<file path="src/rtl/mem_arbiter.sv">
// mem_arbiter
// Two-requester round-robin arbiter in front of a single-port 16K x 64 memory.
// Requester 0 is the writeback path, requester 1 the refill/load path. Each
// valid/ready command becomes one memory beat; a requester may hold its grant
// across beats with lock, bounded to LOCK_MAX beats while the other one waits.
// Read data returns one cycle after issue, tagged with the issuing requester.
//
// Ports:
//   clka, rsta                 clock, asynchronous active-high reset
//   reqN_valid/ready           command handshake (N = 0, 1)
//   reqN_we/lock/addr/wdata    command: 1 = write, hold grant, address, data
//   rsp_valid/id/data          read response, id = issuing requester
//   mem_ena/wea/addra/dina     memory controls (mem_wea: 1 = read, 0 = write)
//   mem_douta                  memory read data, one cycle after read issue

module mem_arbiter #(
    parameter int unsigned ADDR_W   = 14,
    parameter int unsigned DATA_W   = 64,
    parameter int unsigned LOCK_MAX = 8
) (
    input  logic              clka,
    input  logic              rsta,
    input  logic              req0_valid,
    output logic              req0_ready,
    input  logic              req0_we,
    input  logic              req0_lock,
    input  logic [ADDR_W-1:0] req0_addr,
    input  logic [DATA_W-1:0] req0_wdata,
    input  logic              req1_valid,
    output logic              req1_ready,
    input  logic              req1_we,
    input  logic              req1_lock,
    input  logic [ADDR_W-1:0] req1_addr,
    input  logic [DATA_W-1:0] req1_wdata,
    output logic              rsp_valid,
    output logic              rsp_id,
    output logic [DATA_W-1:0] rsp_data,
    output logic              mem_ena,
    output logic              mem_wea,
    output logic [ADDR_W-1:0] mem_addra,
    output logic [DATA_W-1:0] mem_dina,
    input  logic [DATA_W-1:0] mem_douta
);

    localparam int unsigned CNT_W = $clog2(LOCK_MAX + 1);
    // Counter value at which the next held cycle uses up the lock budget.
    localparam logic [CNT_W-1:0] LOCK_LAST = CNT_W'(LOCK_MAX - 1);
    localparam logic [CNT_W-1:0] LOCK_TOP  = CNT_W'(LOCK_MAX);

    typedef enum logic [1:0] {StIdle, StGnt0, StGnt1} state_t;

    state_t           state;
    logic             rr;
    logic [CNT_W-1:0] lock_cnt;
    logic             rd_pend;
    logic             rd_id;

    logic              sel;       // requester owning the current grant
    logic              granted;
    logic              cur_valid;
    logic              cur_we;
    logic              cur_lock;
    logic [ADDR_W-1:0] cur_addr;
    logic [DATA_W-1:0] cur_wdata;
    logic              oth_valid;
    logic              pref_valid;
    logic              beat;
    state_t            oth_state;

    always_comb begin
        sel        = (state == StGnt1);
        granted    = (state != StIdle);
        cur_valid  = sel ? req1_valid : req0_valid;
        cur_we     = sel ? req1_we    : req0_we;
        cur_lock   = sel ? req1_lock  : req0_lock;
        cur_addr   = sel ? req1_addr  : req0_addr;
        cur_wdata  = sel ? req1_wdata : req0_wdata;
        oth_valid  = sel ? req0_valid : req1_valid;
        oth_state  = sel ? StGnt0 : StGnt1;
        pref_valid = rr ? req1_valid : req0_valid;
        beat       = granted & cur_valid;

        req0_ready = (state == StGnt0);
        req1_ready = (state == StGnt1);

        mem_ena   = beat;
        mem_wea   = beat ? ~cur_we : 1'b1;
        mem_addra = beat ? cur_addr : '0;
        mem_dina  = beat ? cur_wdata : '0;

        rsp_valid = rd_pend;
        rsp_id    = rd_id;
        rsp_data  = rd_pend ? mem_douta : '0;
    end

    always_ff @(posedge clka or posedge rsta) begin
        if (rsta) begin
            state    <= StIdle;
            rr       <= 1'b0;
            lock_cnt <= '0;
            rd_pend  <= 1'b0;
            rd_id    <= 1'b0;
        end else begin
            rd_pend <= beat & ~cur_we;
            if (beat && !cur_we) begin
                rd_id <= sel;
            end

            unique case (state)
                StIdle: begin
                    lock_cnt <= '0;
                    if (pref_valid) begin
                        state <= rr ? StGnt1 : StGnt0;
                    end else if (rr ? req0_valid : req1_valid) begin
                        state <= rr ? StGnt0 : StGnt1;
                    end
                end
                StGnt0, StGnt1: begin
                    if (beat && !cur_lock) begin
                        rr       <= ~sel;
                        state    <= oth_valid ? oth_state : StIdle;
                        lock_cnt <= '0;
                    end else if (cur_lock) begin
                        // Held cycles count against the budget whether or not
                        // a beat happened; release only if the other side waits.
                        if (lock_cnt >= LOCK_LAST && oth_valid) begin
                            rr       <= ~sel;
                            state    <= oth_state;
                            lock_cnt <= '0;
                        end else if (lock_cnt != LOCK_TOP) begin
                            lock_cnt <= lock_cnt + 1'b1;
                        end
                    end else begin
                        state    <= StIdle;
                        lock_cnt <= '0;
                    end
                end
                default: begin
                    state    <= StIdle;
                    lock_cnt <= '0;
                end
            endcase
        end
    end

endmodule

</file>
<file path="config.mk">
export PLATFORM = sky130hd
export DESIGN_NAME = mem_arbiter
export DESIGN_NICKNAME = d
export VERILOG_FILES = /design/src/rtl/mem_arbiter.sv
export SDC_FILE = /design/constraint.sdc
export NUM_CORES = 1
export LEC_CHECK = 0
export CAP_MARGIN = 20
export CORE_AREA = 2 2 145 147
export CTS_BUF_LIST = sky130_fd_sc_hd__clkbuf_16
export CTS_CLUSTER_SIZE = 8
export DETAILED_ROUTE_END_ITERATION = 6
export DIE_AREA = 0 0 147 149
export GPL_TIMING_DRIVEN = 1
export HOLD_SLACK_MARGIN = 0.15
export PLACE_DENSITY_LB_ADDON = 0.15
export SLEW_MARGIN = 30
export SYNTH_ARGS = -nofsm -noshare
export SYNTH_HDL_FRONTEND = slang
export SYNTH_SLANG_ARGS = --single-unit
</file>
<file path="constraint.sdc">
create_clock -name clka -period 4.6 [get_ports clka]
set_input_delay 1.15 -clock clka [delete_from_list [all_inputs] [get_ports clka]]
set_output_delay 1.15 -clock clka [all_outputs]
set_load 0.1 [all_outputs]
</file>
== Word level (Yosys, flattened, before mapping) ==
Index checks and enable logic that the tools add are counted.
Word-level totals
  bits in registers: 9
  output and inout port bits: 148
  logic and storage cells: 59
Operators by class
  reductions and logical operators: 12
  magnitude comparators: 1
  add/sub/neg operators: 1
  eq/ne operators: 6
  mux-type cells: 30
  bitwise logic cells: 4
Operators with widths (number)
  2-to-1 mux 64 bit: 3
  2-to-1 mux 14 bit: 2
  2-to-1 mux 4 bit: 5
  2-to-1 mux 2 bit: 9
  2-to-1 mux 1 bit: 10
  != test 4 bit (second input constant): 2
  nonzero test 2 bit: 3
  != test 5 bit (second input constant): 1
  adder 4 x 1 -> 4 bit (second input constant): 1
  >= comparator 4 x 3 -> 1 bit (second input constant): 1
  case mux 2 bit (2 select lines): 1
  logical AND 1 bit: 3
  != test 3 bit (second input constant): 1
  AND reduction 3 bit: 1
  AND 1 bit: 2
  equality test 2 x 1 -> 1 bit (second input constant): 1
  equality test 2 bit (second input constant): 1
  logical NOT 1 bit: 2
  logical NOT 2 bit: 1
  inverter 1 bit: 2
  AND reduction 2 bit: 1
  OR reduction 2 bit: 1

== Logic depth before layout (Yosys ltp) ==
  depth after elaboration: 7
  mapped depth: 9
  gate-level depth less buffers: 6

== Worst setup path after synthesis ==
Ideal clock, no wire load.
  path kind: reg2out
  start: reg state[0]
  end: out mem_addra[10]
  path slack: -0.074 ns
  cell stages (with the launch flop): 9
  arrival time: 3.524 ns
  required time: 3.450 ns
  path through: dfrtp_1 > inv_1 > ha_1 > buf_2 > nand2_1 > a21o_1 > clkbuf_1 > clkbuf_1 > nor2_1
On the way
  cells in the longest elaborated chain, start to end: 4
Ends and longest elaborated chain
  start, declared: RTL line 52  | state_t state;
  start signal, assigned: RTL line 98  | state <= StIdle;
  start signal, assigned: RTL line 113  | state <= rr ? StGnt1 : StGnt0;
  start signal, assigned: RTL line 115  | state <= rr ? StGnt0 : StGnt1;
  equality test 2 bit *
  net req1_ready: RTL line 30  | output logic req1_ready,
  2-to-1 mux 1 bit: RTL line 73  | cur_valid = sel ? req1_valid : req0_valid;
  AND 1 bit: RTL line 81  | beat = granted & cur_valid;
  2-to-1 mux 14 bit *: RTL line 88  | mem_addra = beat ? cur_addr : '0;
  end, declared: RTL line 40  | output logic [ADDR_W-1:0] mem_addra,
Mark *: on every way through the listed nets, which the timed path passes. The rest lies on a longest branch.

== Worst setup path in the final report ==
  start: in req1_valid
  end: out mem_dina[48]
On the way
  cells in the longest elaborated chain, start to end: 3
Ends and longest elaborated chain
  start, declared: RTL line 29  | input logic req1_valid,
  2-to-1 mux 1 bit: RTL line 73
  AND 1 bit: RTL line 81
  2-to-1 mux 64 bit: RTL line 89  | mem_dina = beat ? cur_wdata : '0;
  end, declared: RTL line 41  | output logic [DATA_W-1:0] mem_dina,
No other way between the ends.

==> summary.md <==
| Metric | Value |
|---|---|
| Outcome | finished, final reports clean |
| Final net count | 906 |
| Die area | about 22000 um^2 |
| Final worst-path cycle share | 87.85% |
| # DRC | 0 |
| Post-Syn Area | roughly 2200 um^2 |
| Vias in the first global route | between 3k and 4k |
| Final WL | 14780 um |
| Total Power | 5.131 mW |
| Die height | 149 um |
| Worst Path Max Fanout | 70 |
| First-pass GRT wire length | 21430 um |
| Proportion of layout cells with a drive suffix above 1 | 24.48% |
| Total Routing Usage GR | 12.46% |
| Power per standard cell area | ~730 nW/um^2 |
| Synth area leader | mux2i_1 |
| Placed Cells | 941 |
| Layout fillers | between 2k and 2.5k |
| Final setup violation count | 0 |
| Clk_lat worst skew | roughly 230 ps |
| First-pass DRT Iterations | 4 |
| CP Class | input pin to output pin |
| Finished Layout Cells | 945 |
| RSZ-0062 raised after global routing | no |
| Drt via density | 3.769 |
| Hold buffer count at CTS | 0 |
| Initial antenna violation count | 0 |
| Synth top area share | between 30% and 40% |
| Fmax | 0.2475 GHz |
| Critical Path Sink Type | output pin |
| Clk sinks | 9 |
| Worst slew pin tran | 980.8 ps |
| Endpoints failing hold | 0 |
| Worst Path Arrival | 2890 ps |
| Post-cts gate resize count | 0 |
| Initial Util | 10.88% |
| Antenna Cells | 0 |
| Synth top cells by count | nor2_1, mux2i_1, and2_1, clkbuf_1, buf_2 |
| Total gr overflow | 0 |
| Max Transition Viols Final | 0 |
| Distinct cells, synth | 34 |
| Gpl congestion | 0.9113 |
| Area of the core | 20560 um^2 |
| Register bit total from synthesis | 9 |
| Post-Synthesis Cells | 314 |
| Port-buffer cells | ~380 |
| Min Tclk post-route | 4041 ps |
| CP Launch Type | input pin |
| Clock-pin slew on the worst setup and hold paths | 40 ps |
| Rows | 53 |
| CTS tree | done |
| Maxcap violations | 0 |
| Worst Path Required | around 3500 ps |
| Largest net degree at the start of global routing | 71 |
| Hold/Removal Path Class | flip-flop to flip-flop |
| YS warnings | 0 |
| Final Skew | 4.274 ps |
| Slew Limit Headroom | 34.41% |
| CTS buffer count | 3 |
| EDFF count, synth | 0 |
| DP Wirelength | 12850 um |
| Most used standard cell by instance count after synthesis | nor2_1 |
| H-tree depth | 1 |
| Die X | 147 um |
| Synth Area per Inst | 7.125 um^2 |
| Most used DFF post-synth | dfrtp_1 |
| Seq/Total Area, Yosys | about a tenth |
| Synthesized net count | around 550 |
| Maximum vdd drop | between 0.0003 and 0.0004 V |
| Area Growth Syn to Fin | 212.5% |
| # IOs | ~380 |
| Clock Tree Buf Depth | 2 |
| Fraction of registers with async set/reset | between 90% and 100% |
| Vias | 3562 |
| Top cells by area, synth | mux2i_1, and2_1, nor2_1 |
| DRT iter0 DRCs | 36 |
| Clock Tree Root | clkbuf_16 |
| Post-CTS Setup Bufs | 0 |
| WL per Instance | 15.64 um |
| Detail Route Antenna Nets | 0 |
| Leakage power | approximately 2.9 nW |
[path summary, 6_finish.rpt]
path | from | endpoint | slack (ps) | cells after the start
worst max-delay path | req1_valid | mem_dina[48] | 560 | 6
worst min-delay path | rsp_id$_DFFE_PP0P_ | rsp_id$_DFFE_PP0P_ | 520 | 2
worst max register to register | state[0]$_DFFE_PP0P_ | state[0]$_DFFE_PP0P_ | 1980 | 7
worst min register to register | rsp_id$_DFFE_PP0P_ | rsp_id$_DFFE_PP0P_ | 520 | 2
max in group asynchronous | rsta | rsp_valid$_DFF_PP0_ | 3140 | 2
min in group asynchronous | rsta | state[1]$_DFFE_PP0P_ | 1180 | 2
[state kept, by name (all words and copies together), names as in the netlist]
signal	flops
rsp_id	1
lock_cnt	4
rsp_valid	1
state	2
rr	1
[layer usage]
metal | GRT usage [%] | vias up | part of all wire, %
met4 | 1.683 | 0 | 0.70
met3 | 5.015 | 4 | 11
li1 | - | 1751 | -
met2 | 25.92 | 220 | 56
met5 | 0 | - | 0
met1 | 11.52 | 1587 | 32
[logic make-up (layout without fill, tap and decap cells)]
kind of cell             count (synthesis)  in the layout  synth area share [%]
AO/OA/AOI/OAI                           14             14                 4.810
XOR/XNOR                                 2              2                0.7831
adder cells (fa/ha/maj)                  7              7                 3.915
buffers and inverters                   36            392                 6.599
flip-flops                               9              9                 10.07
multiplexers                            84             84                 38.03
AND/OR/NAND/NOR                        162            162                 35.79
[worst max-delay path, stage by stage]
cell,delay [ps]
clkdlybuf4s50_1,550
nand2_1,100
a21o_2,330
buf_12,250
nor2_1,260
buf_12,210
[final cells by class]
type	count	area (um^2)	share of cell area (%)
tap	275	344.1	4.922
multi-input combinational	269	1896	27.12
inverter	11	41.29	0.5907
clock buffer	3	75.07	1.074
timing repair buffer	377	4404	63.00
clock inverter	1	3.754	0.05370
sequential	9	226.5	3.240
[through the flow]
step	utilization [%]	worst slack, ps	area [um^2]	hold slack, ps	TNS [ps]
detailed placement	33.62	548.0	6912	499.7	0
global placement	33.62	537.0	6910	513.8	0
global route	34.00	433.7	6990	551.4	0
floorplan	-	-74.39	2255	492.4	-5281
CTS	34.00	544.8	6990	519.2	0
finish	34.00	559.0	6990	518.5	0
[power breakdown]
group	internal, mW	switching (mW)
logic	1.53	3.30
clock network	0.114	0.0382
registers	0.103	0.0520
[cells in the final DEF, fill, tap and decap left out, drive strengths merged]
| cell type | instances |
|---|---|
| a211o | 1 |
| a21boi | 1 |
| a21o | 1 |
| a21oi | 3 |
| a32o | 1 |
| and2 | 64 |
| buf | 148 |
| clkbuf | 3 |
| clkdlybuf4s50 | 229 |
| clkinv | 1 |
| dfrtp | 9 |
| ha | 7 |
| inv | 11 |
| mux2 | 5 |
| mux2i | 79 |
| nand2 | 4 |
| nand2b | 2 |
| nand3 | 1 |
| nand3b | 2 |
| nand4 | 1 |
| nor2 | 84 |
| nor2b | 1 |
| o21ai | 2 |
| o311ai | 2 |
| o31ai | 2 |
| o41ai | 1 |
| or2b | 1 |
| or4 | 1 |
| or4b | 1 |
| xnor2 | 1 |
| xor2 | 1 |
Power figures use the tool's default switching activity.
